### config.mk
export PLATFORM = sky130hd
export DESIGN_NAME = kitchen_op_sequencer_flat
export DESIGN_NICKNAME = d
export VERILOG_FILES = /design/src/rtl/kitchen_op_sequencer_if.sv /design/src/rtl/kitchen_op_sequencer.sv /design/src/flat_wrapper.sv
export SDC_FILE = /design/constraint.sdc
export NUM_CORES = 1
export LEC_CHECK = 0
export ABC_AREA = 0
export BUFFER_PORTS_ARGS = -buffer_cell sky130_fd_sc_hd__buf_2
export CORE_AREA = 2 2 41 62
export DETAILED_ROUTE_END_ITERATION = 10
export DIE_AREA = 0 0 43 64
export GPL_TIMING_DRIVEN = 1
export PLACE_DENSITY = 0.7
export SLEW_MARGIN = 10
export SYNTH_ARGS = -nofsm -noshare
export SYNTH_HDL_FRONTEND = slang
export SYNTH_SLANG_ARGS = --single-unit
### constraint.sdc
create_clock -name clk -period 1.4 [get_ports clk]
set_input_delay 0.07 -clock clk [delete_from_list [all_inputs] [get_ports clk]]
set_output_delay 0.07 -clock clk [all_outputs]
set_load 0.05 [all_outputs]
### src/rtl/kitchen_op_sequencer_if.sv
// rtl/kitchen_op_sequencer_if.sv - command, feedback and transmit signal bundle for kitchen_op_sequencer
//
// Groups every non-clock/reset signal of kitchen_op_sequencer.
//   cmd_valid/cmd_ready/cmd_op/cmd_target : one command per handshake
//   status_valid + four feedback bits      : decoded receive-side feedback strobe
//   tx_data/tx_valid/tx_ready              : byte packets towards the UART transmitter
//   busy/done/err_code                     : command progress and result
// Modports: master = command source / feedback decoder / transmitter side,
//           slave  = the sequencer itself.
interface kitchen_op_sequencer_if;
    logic       cmd_valid;
    logic       cmd_ready;
    logic [2:0] cmd_op;
    logic [5:0] cmd_target;

    logic       status_valid;
    logic       traveler_in_front_of_target_machine;
    logic       traveler_has_item_in_hand;
    logic       target_machine_is_processing;
    logic       target_machine_has_item;

    logic [7:0] tx_data;
    logic       tx_valid;
    logic       tx_ready;

    logic       busy;
    logic       done;
    logic [1:0] err_code;

    modport master (
        output cmd_valid, cmd_op, cmd_target,
        output status_valid, traveler_in_front_of_target_machine, traveler_has_item_in_hand,
        output target_machine_is_processing, target_machine_has_item,
        output tx_ready,
        input  cmd_ready, tx_data, tx_valid, busy, done, err_code
    );

    modport slave (
        input  cmd_valid, cmd_op, cmd_target,
        input  status_valid, traveler_in_front_of_target_machine, traveler_has_item_in_hand,
        input  target_machine_is_processing, target_machine_has_item,
        input  tx_ready,
        output cmd_ready, tx_data, tx_valid, busy, done, err_code
    );
endinterface

### src/rtl/kitchen_op_sequencer.sv
// rtl/kitchen_op_sequencer.sv - sequences one kitchen command into select/move/operate packets
//
// Ports:
//   clk  : system clock
//   rst  : synchronous active-high reset
//   bus  : kitchen_op_sequencer_if.slave
//          cmd_*     command in (cmd_ready high only while idle)
//          status_*  decoded feedback, bits sampled only when status_valid is high
//          tx_*      packet out, tx_data held stable until tx_ready
//          busy/done/err_code  progress and per-command result
//            err_code: 0 ok, 1 timeout, 2 illegal op, 3 precondition fail
// Parameter:
//   TIMEOUT_CYCLES : cycles allowed in any wait state before abort
// Optional build macro:
//   KITCHEN_SEQ_TIMEOUT_EN : enables the per-wait timeout counter; without it
//                            waits are unbounded and err_code 1 is never produced.
module kitchen_op_sequencer #(
    parameter int unsigned TIMEOUT_CYCLES = 100_000_000
) (
    input  logic                  clk,
    input  logic                  rst,
    kitchen_op_sequencer_if.slave bus
);

    typedef enum logic [2:0] {
        ST_IDLE,
        ST_SEND_SEL,
        ST_WAIT_SEL,
        ST_SEND_MOVE,
        ST_WAIT_ARRIVE,
        ST_SEND_ACT,
        ST_WAIT_RESULT,
        ST_FINISH
    } state_t;

    localparam logic [2:0] OP_GET      = 3'd0;
    localparam logic [2:0] OP_PUT      = 3'd1;
    localparam logic [2:0] OP_INTERACT = 3'd2;
    localparam logic [2:0] OP_THROW    = 3'd3;
    localparam logic [2:0] OP_WAIT     = 3'd4;

    localparam logic [1:0] ERR_OK      = 2'd0;
    localparam logic [1:0] ERR_TIMEOUT = 2'd1;
    localparam logic [1:0] ERR_ILLEGAL = 2'd2;
    localparam logic [1:0] ERR_PRECOND = 2'd3;

    // One-hot action field of the operate packet.
    localparam logic [4:0] ACT_GET      = 5'b00001;
    localparam logic [4:0] ACT_PUT      = 5'b00010;
    localparam logic [4:0] ACT_INTERACT = 5'b00100;
    localparam logic [4:0] ACT_MOVE     = 5'b01000;
    localparam logic [4:0] ACT_THROW    = 5'b10000;

    state_t     state;
    state_t     state_next;
    logic [2:0] op_q;
    logic [5:0] target_q;
    logic [1:0] err_q;
    logic [1:0] err_next;

    logic       fb_front;
    logic       fb_hand;
    logic       fb_processing;
    logic       fb_item;

    logic [4:0] act;
    logic [7:0] sel_pkt;
    logic [7:0] move_pkt;
    logic [7:0] act_pkt;
    logic       precond_fail;
    logic       result_met;
    logic       in_wait;
    logic       timeout_hit;

    logic       tx_valid_c;
    logic [7:0] tx_data_c;

    assign fb_front      = bus.traveler_in_front_of_target_machine;
    assign fb_hand       = bus.traveler_has_item_in_hand;
    assign fb_processing = bus.target_machine_is_processing;
    assign fb_item       = bus.target_machine_has_item;

    // Action bits for the latched op; WAIT and illegal ops never reach SEND_ACT.
    always_comb begin
        act = 5'b00000;
        case (op_q)
            OP_GET:      act = ACT_GET;
            OP_PUT:      act = ACT_PUT;
            OP_INTERACT: act = ACT_INTERACT;
            OP_THROW:    act = ACT_THROW;
            default:     act = 5'b00000;
        endcase
    end

    assign sel_pkt  = {target_q, 2'b11};
    assign move_pkt = {1'b0, ACT_MOVE, 2'b10};
    assign act_pkt  = {1'b0, act, 2'b10};

    // Hand state must suit the op before anything moves: GET needs an empty
    // hand, PUT/THROW need something in hand.
    always_comb begin
        precond_fail = 1'b0;
        case (op_q)
            OP_GET:           precond_fail = fb_hand;
            OP_PUT, OP_THROW: precond_fail = !fb_hand;
            default:          precond_fail = 1'b0;
        endcase
    end

    // Completion condition, evaluated on a strobe in WAIT_RESULT.
    always_comb begin
        result_met = 1'b0;
        case (op_q)
            OP_GET:           result_met = fb_hand;
            OP_PUT, OP_THROW: result_met = !fb_hand;
            OP_INTERACT:      result_met = 1'b1;
            OP_WAIT:          result_met = !fb_processing && fb_item;
            default:          result_met = 1'b0;
        endcase
    end

    assign in_wait = (state == ST_WAIT_SEL) || (state == ST_WAIT_ARRIVE) ||
                     (state == ST_WAIT_RESULT);

`ifdef KITCHEN_SEQ_TIMEOUT_EN
    localparam logic [31:0] WAIT_LIMIT = 32'(TIMEOUT_CYCLES - 1);

    logic [31:0] wait_cnt;

    // Any state change clears the count, so every wait starts from zero; the
    // count of the current cycle equals the number of cycles already spent.
    always_ff @(posedge clk) begin
        if (rst) begin
            wait_cnt <= 32'd0;
        end else if (state_next != state) begin
            wait_cnt <= 32'd0;
        end else if (in_wait) begin
            wait_cnt <= wait_cnt + 32'd1;
        end
    end

    assign timeout_hit = in_wait && (wait_cnt == WAIT_LIMIT);
`else
    logic [31:0] unused_timeout_cycles;

    assign unused_timeout_cycles = 32'(TIMEOUT_CYCLES);
    assign timeout_hit           = 1'b0;
`endif

    always_ff @(posedge clk) begin
        if (rst) begin
            state    <= ST_IDLE;
            op_q     <= 3'd0;
            target_q <= 6'd0;
            err_q    <= ERR_OK;
        end else begin
            state <= state_next;
            err_q <= err_next;
            if (state == ST_IDLE && bus.cmd_valid) begin
                op_q     <= bus.cmd_op;
                target_q <= bus.cmd_target;
            end
        end
    end

    // In every wait state a real exit (strobe) is checked before the timeout,
    // so a completing strobe on the last allowed cycle still succeeds.
    always_comb begin
        state_next = state;
        err_next   = err_q;
        tx_valid_c = 1'b0;
        tx_data_c  = 8'd0;

        case (state)
            ST_IDLE: begin
                if (bus.cmd_valid) begin
                    if (bus.cmd_op > OP_WAIT) begin
                        state_next = ST_FINISH;
                        err_next   = ERR_ILLEGAL;
                    end else begin
                        state_next = ST_SEND_SEL;
                    end
                end
            end

            ST_SEND_SEL: begin
                tx_valid_c = 1'b1;
                tx_data_c  = sel_pkt;
                if (bus.tx_ready) begin
                    state_next = ST_WAIT_SEL;
                end
            end

            ST_WAIT_SEL: begin
                if (bus.status_valid) begin
                    if (precond_fail) begin
                        state_next = ST_FINISH;
                        err_next   = ERR_PRECOND;
                    end else if (op_q == OP_WAIT) begin
                        state_next = ST_WAIT_RESULT;
                    end else if (fb_front) begin
                        state_next = ST_SEND_ACT;
                    end else begin
                        state_next = ST_SEND_MOVE;
                    end
                end else if (timeout_hit) begin
                    state_next = ST_FINISH;
                    err_next   = ERR_TIMEOUT;
                end
            end

            ST_SEND_MOVE: begin
                tx_valid_c = 1'b1;
                tx_data_c  = move_pkt;
                if (bus.tx_ready) begin
                    state_next = ST_WAIT_ARRIVE;
                end
            end

            ST_WAIT_ARRIVE: begin
                if (bus.status_valid && fb_front) begin
                    state_next = ST_SEND_ACT;
                end else if (timeout_hit) begin
                    state_next = ST_FINISH;
                    err_next   = ERR_TIMEOUT;
                end
            end

            ST_SEND_ACT: begin
                tx_valid_c = 1'b1;
                tx_data_c  = act_pkt;
                if (bus.tx_ready) begin
                    state_next = ST_WAIT_RESULT;
                end
            end

            ST_WAIT_RESULT: begin
                if (bus.status_valid && result_met) begin
                    state_next = ST_FINISH;
                    err_next   = ERR_OK;
                end else if (timeout_hit) begin
                    state_next = ST_FINISH;
                    err_next   = ERR_TIMEOUT;
                end
            end

            ST_FINISH: begin
                state_next = ST_IDLE;
            end

            default: begin
                state_next = ST_IDLE;
            end
        endcase
    end

    assign bus.cmd_ready = (state == ST_IDLE);
    assign bus.busy      = (state != ST_IDLE);
    assign bus.done      = (state == ST_FINISH);
    assign bus.err_code  = err_q;
    assign bus.tx_valid  = tx_valid_c;
    assign bus.tx_data   = tx_data_c;

endmodule

### src/flat_wrapper.sv
// flat-port wrapper written by rule: the top's interface ports become plain ports
module kitchen_op_sequencer_flat 
#(
    parameter int unsigned TIMEOUT_CYCLES = 100_000_000
)
  (clk, rst, bus_cmd_valid, bus_cmd_op, bus_cmd_target, bus_status_valid, bus_traveler_in_front_of_target_machine, bus_traveler_has_item_in_hand, bus_target_machine_is_processing, bus_target_machine_has_item, bus_tx_ready, bus_cmd_ready, bus_tx_data, bus_tx_valid, bus_busy, bus_done, bus_err_code);
  kitchen_op_sequencer_if bus_i ();
  input  logic clk;
  input  logic rst;
  input wire logic [$bits(bus_i.cmd_valid)-1:0] bus_cmd_valid;
  input wire logic [$bits(bus_i.cmd_op)-1:0] bus_cmd_op;
  input wire logic [$bits(bus_i.cmd_target)-1:0] bus_cmd_target;
  input wire logic [$bits(bus_i.status_valid)-1:0] bus_status_valid;
  input wire logic [$bits(bus_i.traveler_in_front_of_target_machine)-1:0] bus_traveler_in_front_of_target_machine;
  input wire logic [$bits(bus_i.traveler_has_item_in_hand)-1:0] bus_traveler_has_item_in_hand;
  input wire logic [$bits(bus_i.target_machine_is_processing)-1:0] bus_target_machine_is_processing;
  input wire logic [$bits(bus_i.target_machine_has_item)-1:0] bus_target_machine_has_item;
  input wire logic [$bits(bus_i.tx_ready)-1:0] bus_tx_ready;
  output wire logic [$bits(bus_i.cmd_ready)-1:0] bus_cmd_ready;
  output wire logic [$bits(bus_i.tx_data)-1:0] bus_tx_data;
  output wire logic [$bits(bus_i.tx_valid)-1:0] bus_tx_valid;
  output wire logic [$bits(bus_i.busy)-1:0] bus_busy;
  output wire logic [$bits(bus_i.done)-1:0] bus_done;
  output wire logic [$bits(bus_i.err_code)-1:0] bus_err_code;
  assign bus_i.cmd_valid = bus_cmd_valid;
  assign bus_i.cmd_op = bus_cmd_op;
  assign bus_i.cmd_target = bus_cmd_target;
  assign bus_i.status_valid = bus_status_valid;
  assign bus_i.traveler_in_front_of_target_machine = bus_traveler_in_front_of_target_machine;
  assign bus_i.traveler_has_item_in_hand = bus_traveler_has_item_in_hand;
  assign bus_i.target_machine_is_processing = bus_target_machine_is_processing;
  assign bus_i.target_machine_has_item = bus_target_machine_has_item;
  assign bus_i.tx_ready = bus_tx_ready;
  assign bus_cmd_ready = bus_i.cmd_ready;
  assign bus_tx_data = bus_i.tx_data;
  assign bus_tx_valid = bus_i.tx_valid;
  assign bus_busy = bus_i.busy;
  assign bus_done = bus_i.done;
  assign bus_err_code = bus_i.err_code;
  kitchen_op_sequencer #(.TIMEOUT_CYCLES(TIMEOUT_CYCLES)) u_core (.clk(clk), .rst(rst), .bus(bus_i));
endmodule
==> reports/results.ini <==
[status]
status=finished with violations
violations=negative setup slack

[cells_and_area]
diodes=0
regArea_um2=298
multi_input_area_um2=733
drive_gt1_share_pct=52.1
syn_to_final_growth_pct=62.6
layout.nets=185
final_common_cell=buf_2
layout_common_cells=24 x buf_2, 19 x nand2_1, 11 x buf_4
fillers=184

[die]
rows=21
dieArea_um2=2750
coreArea_um2=2210
start_util_pct=40.9
io_pins=32
dieWidth_um=43
fp.dieH_um=64

[run]
max-cap-violations=0

[synth]
synth_area_um2=903
yosys_warnings=0
yosys.cell_types.count=34
avgSynthCellArea_um2=7.23
yosys_register_bits=14
synth_seq_area_share_pct=31.0
synth_nets=143
synth_cells=125

[critical_path]
cp_cell_sequence=nand2_2 > or4_1 > o31a_1 > a31o_1
rr_worst_depth=4
reg2reg_to=u_core.state[0]
critical_path.max_fanout=3
cp-start-kind=flip-flop
critPathKind=flip-flop to flip-flop
crit_arrival_ns=1.60
cp_data_required_time_ns=1.57
cp-end-kind=flip-flop
cp_top_family=simple AND/OR/NAND/NOR gates
cp_num_buf_inv=0
cpPeakStageDelay_ns=0.50
cpMaxStageDelayCell=or4_1
reg2reg_from=u_core.state[2]
crit_start=u_core.state[2]
reg2reg_slack_ns=-0.03

[place]
portBuffers=31
dpl.hpwl_mm=1.95
routabilityCongestion=0.848

[power_and_ir_drop]
p_leak_uw=0.000586
seqPwrFrac_pct=20.2
switching_power_uw=1600
p_sw_share_pct=49.9
comb_power_share_pct=72.6
p_per_area_nw_per_um2=2180
vdd_drop_max_v=0.00137
p_clk_share_pct=7.2
intPower_uw=1600
power.total_uw=3200

[clock_network]
cts_tree=yes
htree_levels=1
hold_buffers=0
cts-root-buf=clkbuf_4
clk-insertion-delay-late_ns=0.28
clock_sinks=14
cts_made_buffers=3
path_clk_slew_ns=0.08
cts_buffer_depth=2

[route]
postRouteAntennaNets=0
routedWlPerCell_um=15.0
dr.pass1.iters=4
drtIter0Drc=25
drc_errors=0
vias_per_cell=5.71
vias=1074
drt-total-wl_mm=2.82

[timing]
finClkSkew_ns=0.00482
fin_crit_sh_pct=102
relSlewSlack_pct=74.7
finalSetupViolCount=4
setup_ws_ns=-0.0261
hold_viol_final=0
drv_slew=0
max_freq_mhz=701
fin_crit_ns=1.43
rsz0062_at_grt=true
holdWs_ns=0.0264
worst_slew_pin_slew_ns=0.378

[grt]
grt_pass1_wl_mm=4.70
antenna_found_initial=0
track_usage_pct=21.7
overflow=0
grt_max_degree=16
grt_pass1_vias=1121

[hold_path]
worst_hold_startpoint=bus_cmd_target[3]
holdPathStages=3
hp-class=primary input to flip-flop
holdPathEnd=u_core.target_q[3]

power by group through the flow:
stage,clock (uW),sequential [uW],combinational (uW)
final,230,649,2320
after CTS,235,621,2100
after detailed placement,0,613,1970
after global placement,0,606,1910
after floorplan,0,639,1500
after global routing,253,662,2490
kinds of logic after synthesis:
group	Yosys count	share of synthesized area [%]
muxes	4	4.71
DFF	14	31.0
buffers and inverters	13	6.23
and+or+nand+nor	63	34.9
AOI/OAI and AO/OA	31	23.1
cells in the mapped netlist:
master    number  area (um^2)
a31oi_1        1         6.26
or2_1          1         6.26
a31o_1         1         8.76
dfxtp_1       14          280
clkbuf_1       7         26.3
or4_1          1         7.51
a311oi_1       4         35.0
nor3b_1        3         22.5
buf_2          3         15.0
a21oi_1       12         60.1
nand2b_1       4         25.0
o21ai_1        1         5.00
nand3b_1       1         7.51
inv_1          2         7.51
nor2b_1        2         12.5
o21bai_1       3         22.5
nand2_1       22         82.6
mux2_2         1         11.3
and3_1         2         12.5
o21ba_1        1         10.0
nand4b_1       2         17.5
o31a_1         1         8.76
or3_1          2         12.5
mux2i_1        2         20.0
buf_4          1         7.51
nor3_1         3         15.0
and2_1         4         25.0
nor2_1        14         52.6
a211oi_1       4         30.0
nor4bb_1       1         10.0
o211ai_1       2         15.0
nor4_1         1         6.26
a22oi_1        1         7.51
mux2_1         1         11.3
worst max-delay path by stage:
| stage | slack [ns] | cells past startpoint | to |
|---|---|---|---|
| final | -0.03 | 4 | u_core.state[0] |
| after global routing | -0.08 | 5 | bus_tx_data[7] |
| after CTS | -0.02 | 5 | u_core.state[2] |
| after detailed placement | -0.01 | 5 | u_core.state[2] |
| after global placement | 0.06 | 4 | u_core.state[0] |
| after floorplan | -0.06 | 6 | u_core.op_q[0] |
timing repair:
action	in CTS	in global routing
setup endpoints to repair	9	13
gates cloned	0	0
pin swaps	8	10
resized for setup	24	25
setup buffers	4	1
state kept, by name, indices dropped and copies added (netlist names):
signal	count
u_core.bus.err_code	2
u_core.op_q	3
u_core.state	3
u_core.target_q	6
final cells by class:
| class | instances | area share, % |
|---|---|---|
| Tap cell | 23 | 1.96 |
| Multi-Input combinational cell | 98 | 49.9 |
| Sequential cell | 14 | 20.3 |
| Clock buffer | 3 | 1.53 |
| Inverter | 2 | 0.511 |
| Timing Repair Buffer | 48 | 25.8 |
metal layers:
metal | part of all wire (%) | routed length [um] | global-route usage, %
met1 | 36 | 1030 | 24.6
met2 | 57 | 1620 | 40.9
met3 | 4.5 | 127 | 1.69
met4 | 1.7 | 47 | 7.58
met5 | 0 | 0 | 0
worst min-delay path, delay by kind of cell:
kind	cells	cell delay (ns)
buf+inv	1	0.09
simple gates	1	0.04
compound gates	1	0.05
per-stage QoR:
stage | utilization (%) | instance area (um^2) | setup TNS (ns) | instances | setup slack [ns]
global placement | 56.0 | 1230 | 0 | 180 | 0.0634
finish | 66.6 | 1470 | -0.0628 | 188 | -0.0261
global route | 66.6 | 1470 | -0.617 | 188 | -0.0834
CTS | 61.8 | 1360 | -0.0449 | 187 | -0.0157
floorplan | - | 1010 | -0.558 | 125 | -0.0620
detailed placement | 56.0 | 1230 | -0.0121 | 180 | -0.0114
No activity file was read; power rests on OpenSTA's default activity.
